`config.mk`:
```
export PLATFORM = sky130hd
export DESIGN_NAME = ifetch
export DESIGN_NICKNAME = d
export VERILOG_FILES = /design/src/rtl/ifetch.sv
export SDC_FILE = /design/constraint.sdc
export NUM_CORES = 1
export LEC_CHECK = 0
export ABC_AREA = 1
export BUFFER_PORTS_ARGS = -buffer_cell sky130_fd_sc_hd__buf_4
export CORE_MARGIN = 2
export CORE_UTILIZATION = 35
export CTS_CLUSTER_SIZE = 14
export DETAILED_ROUTE_END_ITERATION = 8
export PLACE_DENSITY = 0.57
export SYNTH_ARGS = -nofsm -noshare
export SYNTH_HDL_FRONTEND = slang
export SYNTH_SLANG_ARGS = --single-unit
```
`constraint.sdc`:
```
create_clock -name clk -period 3.7 [get_ports clk]
set_clock_uncertainty 0.1 [all_clocks]
set_input_delay 0.555 -clock clk [delete_from_list [all_inputs] [get_ports clk]]
set_output_delay 0.555 -clock clk [all_outputs]
set_load 0.01 [all_outputs]
```
`src/rtl/ifetch.sv`:
```
// Instruction fetch stage: owns the fetch PC, issues one imem request at a time and
// feeds decode through a holding register. Define IFETCH_PERF_EN for perf counters.

module ifetch #(
  parameter int unsigned     XLEN     = 64,
  parameter logic [XLEN-1:0] RESET_PC = {XLEN{1'b0}}
) (
  input  logic            clk,
  input  logic            resetn,
  output logic            imem_req_valid,
  input  logic            imem_req_ready,
  output logic [XLEN-1:0] imem_req_addr,
  input  logic            imem_resp_valid,
  input  logic [31:0]     imem_resp_data,
  input  logic            imem_resp_err,
  input  logic            redirect_valid,
  input  logic [XLEN-1:0] redirect_pc,
  input  logic            id_ready,
  output logic            if_valid,
  output logic [XLEN-1:0] if_pc,
  output logic [31:0]     if_instr,
  output logic            if_fault,
  output logic [63:0]     perf_fetched,
  output logic [31:0]     perf_stall
);

  localparam logic [31:0]     NOP_INSTR = 32'h0000_0013;
  localparam logic [XLEN-1:0] PC_STEP   = {{(XLEN-3){1'b0}}, 3'b100};

  typedef enum logic [1:0] {
    ST_REQ   = 2'd0,
    ST_WAIT  = 2'd1,
    ST_DRAIN = 2'd2
  } state_e;

  state_e            state_q, state_d;
  logic [XLEN-1:0]   pc_q, pc_d;
  logic              if_valid_q, if_valid_d;
  logic [XLEN-1:0]   if_pc_q, if_pc_d;
  logic [31:0]       if_instr_q, if_instr_d;
  logic              if_fault_q, if_fault_d;
  logic              req_valid_s;
  logic              resp_load_s;
  logic              unused_redirect_lsb_s;

  assign unused_redirect_lsb_s = ^redirect_pc[1:0];

  // State register
  always_ff @(posedge clk or negedge resetn) begin
    if (!resetn) begin
      state_q <= ST_REQ;
    end else begin
      state_q <= state_d;
    end
  end

  // Next-state logic; a response in DRAIN always returns to REQ so a redirect
  // landing on the drained response cannot leave the FSM waiting forever.
  always_comb begin
    state_d = state_q;
    case (state_q)
      ST_REQ: begin
        if (req_valid_s && imem_req_ready) begin
          state_d = ST_WAIT;
        end else begin
          state_d = ST_REQ;
        end
      end
      ST_WAIT: begin
        if (imem_resp_valid) begin
          state_d = ST_REQ;
        end else if (redirect_valid) begin
          state_d = ST_DRAIN;
        end else begin
          state_d = ST_WAIT;
        end
      end
      ST_DRAIN: begin
        if (imem_resp_valid) begin
          state_d = ST_REQ;
        end else begin
          state_d = ST_DRAIN;
        end
      end
      default: state_d = ST_REQ;
    endcase
  end

  // FSM outputs: request issue and fresh-response load
  always_comb begin
    req_valid_s = (state_q == ST_REQ) && !redirect_valid && (!if_valid_q || id_ready);
    resp_load_s = (state_q == ST_WAIT) && imem_resp_valid && !redirect_valid;
  end

  assign imem_req_valid = req_valid_s;
  assign imem_req_addr  = {pc_q[XLEN-1:2], 2'b00};

  // Fetch PC and decode holding register next-state
  always_comb begin
    pc_d       = pc_q;
    if_valid_d = if_valid_q;
    if_pc_d    = if_pc_q;
    if_instr_d = if_instr_q;
    if_fault_d = if_fault_q;
    if (redirect_valid) begin
      pc_d       = {redirect_pc[XLEN-1:2], 2'b00};
      if_valid_d = 1'b0;
    end else if (resp_load_s) begin
      pc_d       = pc_q + PC_STEP;
      if_valid_d = 1'b1;
      if_pc_d    = pc_q;
      if_fault_d = imem_resp_err;
      if_instr_d = imem_resp_err ? NOP_INSTR : imem_resp_data;
    end else if (if_valid_q && id_ready) begin
      if_valid_d = 1'b0;
    end else begin
      if_valid_d = if_valid_q;
    end
  end

  // Fetch PC and decode holding register
  always_ff @(posedge clk or negedge resetn) begin
    if (!resetn) begin
      pc_q       <= RESET_PC;
      if_valid_q <= 1'b0;
      if_pc_q    <= {XLEN{1'b0}};
      if_instr_q <= NOP_INSTR;
      if_fault_q <= 1'b0;
    end else begin
      pc_q       <= pc_d;
      if_valid_q <= if_valid_d;
      if_pc_q    <= if_pc_d;
      if_instr_q <= if_instr_d;
      if_fault_q <= if_fault_d;
    end
  end

  assign if_valid = if_valid_q;
  assign if_pc    = if_pc_q;
  assign if_instr = if_instr_q;
  assign if_fault = if_fault_q;

`ifdef IFETCH_PERF_EN
  logic [63:0] fetched_q, fetched_d;
  logic [31:0] stall_q, stall_d;

  // Performance counter next-state; both wrap naturally
  always_comb begin
    fetched_d = fetched_q;
    stall_d   = stall_q;
    if (if_valid_q && id_ready) begin
      fetched_d = fetched_q + 64'd1;
    end else if (if_valid_q) begin
      stall_d = stall_q + 32'd1;
    end else begin
      stall_d = stall_q;
    end
  end

  // Performance counters
  always_ff @(posedge clk or negedge resetn) begin
    if (!resetn) begin
      fetched_q <= 64'd0;
      stall_q   <= 32'd0;
    end else begin
      fetched_q <= fetched_d;
      stall_q   <= stall_d;
    end
  end

  assign perf_fetched = fetched_q;
  assign perf_stall   = stall_q;
`else
  assign perf_fetched = 64'd0;
  assign perf_stall   = 32'd0;
`endif

endmodule

```
Yosys cells after proc, flatten, opt, wreduce, memory -nomap -nowiden
Index checks and enable logic that the tools add are counted.
{"block": "word_totals", "wordCells": 34, "out_inout_bits": 259, "regBits": 164}
{"block": "classes", "add_sub_neg": 1, "n_reduce_logical": 13, "eq_ne": 2, "bitwise_logic": 1, "n_mux": 11}
{"operator": "two-way mux 64 bit", "count": 2}
{"operator": "adder 64 x 3 -> 64 bit, second input constant", "count": 1}
{"operator": "two-way mux 32 bit", "count": 1}
{"operator": "logical AND 1 bit", "count": 6}
{"operator": "two-way mux 2 bit", "count": 3}
{"operator": "case mux 2 bit (3 select lines)", "count": 1}
{"operator": "two-way mux 1 bit", "count": 4}
{"operator": "nonzero test 3 bit", "count": 1}
{"operator": "== test 2 x 1 -> 1 bit, second input constant", "count": 1}
{"operator": "== test 2 bit, second input constant", "count": 1}
{"operator": "logical NOT 1 bit", "count": 2}
{"operator": "logical NOT 2 bit", "count": 1}
{"operator": "AND reduction 2 bit", "count": 1}
{"operator": "nonzero test 2 bit", "count": 1}
{"operator": "logical OR 1 bit", "count": 1}
{"operator": "NOT 1 bit", "count": 1}

Longest topological paths before layout
Gate-level depths: netlist (run 1).
{"block": "depth", "word_depth": 6, "depth_mapped": 11, "ltp_nobuf": 11}

Worst setup path after synthesis (run 1)
No wires, ideal clock.
{"block": "synth_timing", "path_type": "register to register", "from": "register pc_q[3]", "to": "register pc_q[58]", "path_stages_with_launch": 11, "arrival_time_ns": 1.554, "synth_period_minus_slack_ns": 1.770, "path_buffers": 0, "slack_ns": 1.930, "path_cell_list": "dfrtp_1 > ha_1 > inv_1 > nor2_2 > nand2_4 > nor2_4 > nand2_1 > o21ai_1 > nand3_1 > nand2_1 > nand2_1"}
{"block": "synth_between", "elab_chain_len": 3}
{"item": "from (decl)", "line_no": "37", "rtl": "logic [XLEN-1:0] pc_q, pc_d;"}
{"item": "from (signal assigned)", "line_no": "130", "rtl": "pc_q <= pc_d;"}
{"item": "adder 64 x 3 -> 64 bit", "line_no": "109", "rtl": "pc_d = pc_q + PC_STEP;"}
{"item": "two-way mux 64 bit", "line_no": "108", "rtl": "end else if (resp_load_s) begin"}
{"item": "two-way mux 64 bit", "line_no": "105", "rtl": "if (redirect_valid) begin"}
No other way between the ends. The select of a mux whose other input is x is not followed.
A chain may end at the register's enable or synchronous reset.

Worst setup path after layout (run 1)
{"block": "layout_timing", "from": "register state_q[0]", "to": "register if_instr_q[1], in the netlist if_instr[1]"}
{"block": "layout_between", "elab_chain_len": 4}
{"item": "from (decl)", "line_no": "36", "rtl": "state_e state_q, state_d;"}
{"item": "from (signal assigned)", "line_no": "53", "rtl": "state_q <= state_d;"}
{"item": "== test 2 x 1 -> 1 bit", "line_no": "92", "rtl": "resp_load_s = (state_q == ST_WAIT) && imem_resp_valid && !redirect_valid;"}
{"item": "logical AND 1 bit (2 in series)", "line_no": "92"}
{"item": "AND reduction 2 bit (no line)"}
{"item": "to (signal assigned)", "line_no": "133", "rtl": "if_instr_q <= if_instr_d;"}
{"item": "to (decl)", "line_no": "40", "rtl": "logic [31:0] if_instr_q, if_instr_d;"}
No other way between the ends.

==> flow_summary.json, run 1 <==
{
  "setup_viol": 0,
  "max-vdd-ir-drop_mv": 0.250,
  "grt.total_usage": 0.229,
  "initial_core_util": 0.355,
  "die-area_um2": 26700,
  "end_kind": "register",
  "grt_pass1_vias": 7845,
  "die_y_um": 164,
  "slowest_stage": "nor2_2",
  "grt_max_degree": 84,
  "cp.required_ns": 3.96,
  "ys_ff_latch": 160,
  "nFillCells": 2615,
  "grt_pass1_wl_um": 46200,
  "min_path_type": "in -> reg",
  "synth_cell_type_count": 41,
  "multi_input_area_um2": 4060,
  "drive_gt1_frac": 0.249,
  "timing_worst_setup_path_type": "reg -> reg",
  "timing.final.crit_share": 0.652,
  "die_w_um": 164,
  "cts_max_level": 4,
  "holdWs_ns": 0.198,
  "worst_path_largest_cell_delay_ns": 0.94,
  "hold_viol_final": 0,
  "insertion_delay_ns": 0.43,
  "clk_path_buf_depth": 2,
  "path_delay_family": "simple AND/OR/NAND/NOR gates",
  "hpwl_um": 22900,
  "gr-total-overflow": 0,
  "area_growth_syn_to_layout_pct": 28.3,
  "syn-cell-area_um2": 8910,
  "drc": 0,
  "worst_setup_path_start_kind": "register",
  "worstSetupStartpoint": "state_q[0]",
  "drt_iter0_markers": 577,
  "place_congestion": 0.871,
  "max-slew-margin-rel": 0.181,
  "insertedDiodeCount": 0,
  "power.density_nw_per_um2": 515,
  "ant_nets": 0,
  "wl_per_cell_um": 17.6,
  "path_max_fanout": 31,
  "cp.depth": 6,
  "drv_slew": 0,
  "core-area_um2": 25100,
  "clk_pin_slew_ns": 0.07,
  "crit_buf_inv": 1,
  "ff_latch_area_um2": 4010,
  "rsz0062_at_grt": "false",
  "fmax_mhz": 415,
  "wl_um": 30600,
  "antenna_found_initial": 0,
  "vias_per_cell": 4.79,
  "finalNetCount": 1494,
  "reg2reg_from": "state_q[0]",
  "worstRegToRegCells": 6,
  "numCtsBuffers": 17,
  "fin_crit_ns": 2.41,
  "endpoint": "if_instr[1]",
  "cts_tree": "yes",
  "std_cell_rows": 58,
  "reg2reg_to": "if_instr[1]",
  "io_pins": 362,
  "worst_slew_pin_slew_ns": 1.23,
  "seq_area_frac_synth": 0.450,
  "num_vias": 8303,
  "root_buffer": "clkbuf_16",
  "synth_warnings": 0,
  "cp.arrival_ns": 2.68,
  "tns_ns": 0,
  "first_pass_iters": 5,
  "path_cells": "nand2_1 > nor2_4 > nand2_4 > nor2_2 > inv_1 > o22a_1",
  "status": "finished, final reports clean",
  "r2r_slack_ns": 1.29,
  "cts_sinks": 160,
  "drv_cap": 0,
  "port-buffer-count": 259,
  "synth_area_per_cell_um2": 7.82,
  "p_leak_nw": 5.67,
  "synth_cells": 1139
}
[final cells by class]
class                   instances  share of cell area
multi-input cells             859               0.355
well taps                     330              0.0361
flip-flops and latches        160               0.351
repair buffers                272               0.180
inverters                      80              0.0263
clock inverters                15              0.0141
clock buffers                  17              0.0372
[cell families after synthesis]
family	Yosys count	share of synthesized area
compound gates	125	0.0980
xor+xnor	9	0.00885
other cells	1	0.000421
simple gates	624	0.305
buf+inv	219	0.137
fa+ha+maj	1	0.00140
flops	160	0.450
[repair_timing]
item	4_1_cts	5_1_grt
resized for setup	0	0
hold buffers	1	0
endpoints found under the hold margin	39	0
setup buffers	0	0
[layout by cell type, fill, tap and decap left out, types with 4 or more instances in the layout]
cell type,n
nand2_1,319
buf_4,269
dfrtp_1,157
nor2_1,155
conb_1,100
inv_1,77
nand3_1,63
o21ai_0,42
a22o_1,32
nand4_1,26
o211ai_1,17
clkbuf_16,17
nor2_2,15
nor3_1,12
nor2_4,9
o2111ai_1,9
xor2_1,7
nand2_2,7
nand3b_1,6
inv_6,6
o221ai_1,5
a21oi_1,5
inv_8,5
nand3_2,4
o21ai_1,4
[report_power, final]
| part | switching (mW) | internal [mW] | leakage (nW) |
|---|---|---|---|
| registers | 0.337 | 2.14 | 1.98 |
| clock network | 0.851 | 0.963 | 0.282 |
| logic | 0.820 | 0.782 | 3.40 |
| total | 2.01 | 3.88 | 5.67 |
[registers in the layout, indices dropped and copies added (netlist names)]
signal,flops
if_fault,1
if_instr,32
if_pc,62
if_valid,1
pc_q,62
state_q,2
[per-layer routing]
metal	routed length, µm	global-route usage	vias to the layer above
li1	-	-	4014
met1	13600	0.313	3942
met2	14100	0.360	326
met3	2540	0.0604	21
met4	406	0.0598	0
met5	0	0	-
[how the worst min path moves through the flow]
stage / from / end / slack (ns) / cells past startpoint
finish: imem_resp_valid / state_q[1] / 0.20 / 2
global route: imem_resp_valid / state_q[1] / 0.19 / 2
detailed placement: if_pc[42] / if_pc[42] / 0.37 / 2
global placement: if_pc[20] / if_pc[20] / 0.37 / 2
floorplan: resetn / if_fault / 0.16 / 0
CTS: imem_resp_valid / state_q[1] / 0.18 / 2
[through the flow]
stage | util | cell area (µm²) | total power, mW | setup WS [ns] | instances
3_5_place_dp | 0.431 | 10800 | 4.12 | 1.00 | 1700
4_1_cts | 0.455 | 11400 | 5.96 | 1.26 | 1733
5_1_grt | 0.455 | 11400 | 6.23 | 1.02 | 1733
2_1_floorplan | - | 9280 | 3.21 | 1.93 | 1238
6_report | 0.455 | 11400 | 5.89 | 1.29 | 1733
3_3_place_gp | 0.431 | 10800 | 4.10 | 1.03 | 1700
[synth_stat cells (all sizes together)]
cell | count | area [µm²]
nand2 | 328 | 1260
nor2 | 179 | 774
dfrtp | 157 | 3930
buf | 121 | 852
inv | 80 | 300
nand3 | 67 | 355
o21ai | 46 | 230
a22o | 32 | 280
nand4 | 26 | 163
clkbuf | 18 | 67.6
o211ai | 17 | 128
nor3 | 14 | 92.6
o2111ai | 9 | 78.8
xor2 | 7 | 61.3
nand3b | 6 | 45.0
a21oi | 5 | 25.0
o221ai | 5 | 43.8
dfstp | 3 | 78.8
o21a | 3 | 22.5
o22a | 3 | 26.3
or2 | 3 | 18.8
xnor2 | 2 | 17.5
a221oi | 1 | 8.76
a22oi | 1 | 7.51
a31oi | 1 | 6.26
and3 | 1 | 6.26
conb | 1 | 3.75
ha | 1 | 12.5
o311ai | 1 | 8.76
o31ai | 1 | 7.51
Note: power is estimated with default switching activity, not from simulation.
==> run 2: changes to the inputs <==
--- a/config.mk
+++ b/config.mk
@@ -5,13 +5,13 @@
 export SDC_FILE = /design/constraint.sdc
 export NUM_CORES = 1
 export LEC_CHECK = 0
-export ABC_AREA = 1
+export ABC_AREA = 0
 export BUFFER_PORTS_ARGS = -buffer_cell sky130_fd_sc_hd__buf_4
 export CORE_MARGIN = 2
 export CORE_UTILIZATION = 35
 export CTS_CLUSTER_SIZE = 14
 export DETAILED_ROUTE_END_ITERATION = 8
-export PLACE_DENSITY = 0.57
+export PLACE_DENSITY = 0.6
 export SYNTH_ARGS = -nofsm -noshare
 export SYNTH_HDL_FRONTEND = slang
 export SYNTH_SLANG_ARGS = --single-unit
==> constraint.sdc (replaced) <==
create_clock -name clk -period 2 [get_ports clk]
set_clock_uncertainty 0.1 [all_clocks]
set_input_delay 0.3 -clock clk [delete_from_list [all_inputs] [get_ports clk]]
set_output_delay 0.3 -clock clk [all_outputs]
set_load 0.01 [all_outputs]
==> run 2 against run 1 <==
Compared with the run above:
- the run now ends with setup timing left
- cell area rose by 15%
- sequential power rose by 72%
- highest routed layer unchanged
- maximum frequency rose by 10%
==> flow_summary.json, run 2 <==
{
  "status": "finished with violations",
  "violations": "setup timing",
  "cp.arrival_ns": 2.45,
  "path_max_fanout": 5,
  "path_cells": "nand4_1 > or3_4 > or4b_4 > or4_4 > nand3_1",
  "min_path_type": "in -> reg",
  "place_congestion": 0.828,
  "first_pass_iters": 5,
  "std_cell_rows": 56,
  "drv_slew": 0,
  "max-vdd-ir-drop_mv": 0.466,
  "holdPathStages": 3,
  "synth_top_family_by_area": "simple AND/OR/NAND/NOR gates",
  "core-area_um2": 23500,
  "max-slew-margin-rel": 0.660,
  "wl_um": 28100,
  "synth_area_per_cell_um2": 8.63,
  "timing.final.crit_share": 1.09,
  "final-instance-count-excl-fill": 1744,
  "cp.required_ns": 2.26,
  "area_growth_syn_to_layout_pct": 57.8,
  "worst_setup_path_start_kind": "register",
  "synthSimpleGateAreaFrac": 0.296,
  "die-area_um2": 25100,
  "drv_cap": 0,
  "worst_path_largest_cell_delay_ns": 0.58,
  "yosys-top-cells-area": "dfrtp_1 (47%), nand2_1 (14%), buf_4 (9.0%)",
  "timing_worst_setup_path_type": "reg -> reg",
  "clk_pin_slew_ns": 0.07,
  "cts_max_level": 4,
  "synth.top_cell.area_share": 0.470,
  "synth_compound_area_frac": 0.0612,
  "insertedDiodeCount": 0,
  "setup_viol": 17,
  "r2r_slack_ns": -0.19,
  "clk_path_buf_depth": 2,
  "grt.total_usage": 0.218,
  "synthArstFlopShare": 1.00,
  "final_area_um2": 13200,
  "power.density_nw_per_um2": 811,
  "holdWs_ns": 0.0135,
  "yosysMostFrequentCell": "nand2_1",
  "initial_core_util": 0.356,
  "synth_warnings": 0,
  "insertion_delay_ns": 0.43,
  "worst_slew_pin_slew_ns": 0.510,
  "fmax_mhz": 458,
  "finalNetCount": 1516,
  "yosysTopAreaCell": "dfrtp_1",
  "reg2reg_to": "pc_q[50]",
  "placed_cell_area_um2": 11300,
  "cts_tree": "yes",
  "power_mw": 10.7,
  "synth_cells": 968,
  "synth_mux_area_frac": 0.00629,
  "setup_ws_ns": -0.185,
  "synth_commonest_cells": "nand2_1 (316), dfrtp_1 (157), buf_4 (100), clkbuf_1 (45), o21ai_0 (39)",
  "worstRegToRegCells": 5,
  "min_to": "pc_q[22]",
  "root_buffer": "clkbuf_16",
  "synth_flop_cell": "dfrtp_1",
  "synth-xor-area-share": 0.0388,
  "grt_pass1_vias": 7925,
  "wl_per_cell_um": 16.1,
  "cts_sinks": 160,
  "hpwl_um": 20200,
  "ys_ff_latch": 160,
  "drive_gt1_frac": 0.370,
  "hold_viol_final": 0,
  "die_y_um": 159,
  "reg2reg_from": "pc_q[25]",
  "die_w_um": 159,
  "rsz0062_at_grt": "true",
  "final_cell_mix": "buf_4 (399), nand2_1 (313), dfrtp_1 (145)",
  "synth_fa_ha_area_frac": 0.00150,
  "grt_max_degree": 50,
  "synth_cell_type_count": 46,
  "ant_nets": 0,
  "grt_pass1_wl_um": 42400,
  "gr-total-overflow": 0,
  "vias_per_cell": 4.69,
  "num_vias": 8178,
  "final_common_cell": "buf_4",
  "slowest_stage": "or4b_4",
  "fin_crit_ns": 2.19,
  "tns_ns": -1.29,
  "port-buffer-count": 259,
  "nFillCells": 2138,
  "synth_edf_count": 0,
  "antenna_found_initial": 0,
  "hold_path_startpoint": "redirect_pc[22]",
  "end_kind": "register",
  "drt_iter0_markers": 397,
  "numCtsBuffers": 17,
  "seq_area_frac_synth": 0.479,
  "p_leak_nw": 6.70,
  "placed_cells": 1630,
  "syn-cell-area_um2": 8360,
  "io_pins": 362,
  "drc": 0
}
run 2: cell count changes after synthesis, sizes merged, moves of 22 or more:
cell    before  now
nor2       179   23
inv         80    6
nand3       67   27
a22o        32    0
clkbuf      18   46
nand3b       6   31
nor4         0   23
xnor2        2   24
run 2: final cells by class:
class                   count  area (µm²)  share of cell area
flip-flops and latches    160        4020               0.305
repair buffers            478        3910               0.296
multi-input cells         749        4230               0.320
inverters                   6        22.5             0.00171
well taps                 319         399              0.0303
clock buffers              17         425              0.0323
clock inverters            15         184              0.0139
run 2: report_power, final:
part           leakage [nW]  internal, mW  switching (mW)  total, mW
combinational          4.44          1.51            1.50       3.01
sequential             1.97          3.86           0.375       4.24
clock                 0.291          1.98            1.47       3.45
total                  6.70          7.36            3.34       10.7
run 2: critical path, delay by kind of cell, from the launching register on:
family,cells,cell delay [ns]
DFF,1,0.36
and+or+nand+nor,5,1.66
run 2: timing repair:
item	in CTS	in global routing
cloned	0	2
buffers inserted	6	16
hold endpoints to repair	97	0
hold buffers	58	0
pin swaps	12	37
endpoints found under the setup margin	28	40
resized for setup	22	59
run 2: stage by stage:
step,util,worst slack [ns]
after floorplan,-,-0.335
after global placement,0.483,-0.182
after detailed placement,0.483,-0.222
after CTS,0.541,-0.198
after global routing,0.562,-0.252
final,0.562,-0.185
run 2: cells by family (layout without fill, tap and decap cells):
logic type,count (synthesis),count (layout)
and+or+nand+nor,521,521
other,1,100
AOI/OAI and AO/OA,85,85
adders and majority gates,1,1
xor gates and xnor gates,37,37
buffers and inverters,158,516
DFF,160,160
muxes,5,5
run 2: worst max path at each step:
stage,start,endpoint,cells past startpoint
finish,pc_q[25],pc_q[50],5
CTS,pc_q[26],pc_q[50],5
global placement,pc_q[20],pc_q[44],5
detailed placement,pc_q[20],pc_q[63],6
global route,pc_q[25],pc_q[62],5
floorplan,pc_q[20],pc_q[44],7
run 2: routing by layer:
metal / up-vias / GRT usage / part of all wire
li1: 3963 / - / -
met1: 3928 / 0.285 / 0.43
met2: 268 / 0.372 / 0.49
met3: 19 / 0.0422 / 0.060
met4: 0 / 0.0511 / 0.012
met5: - / 0 / 0
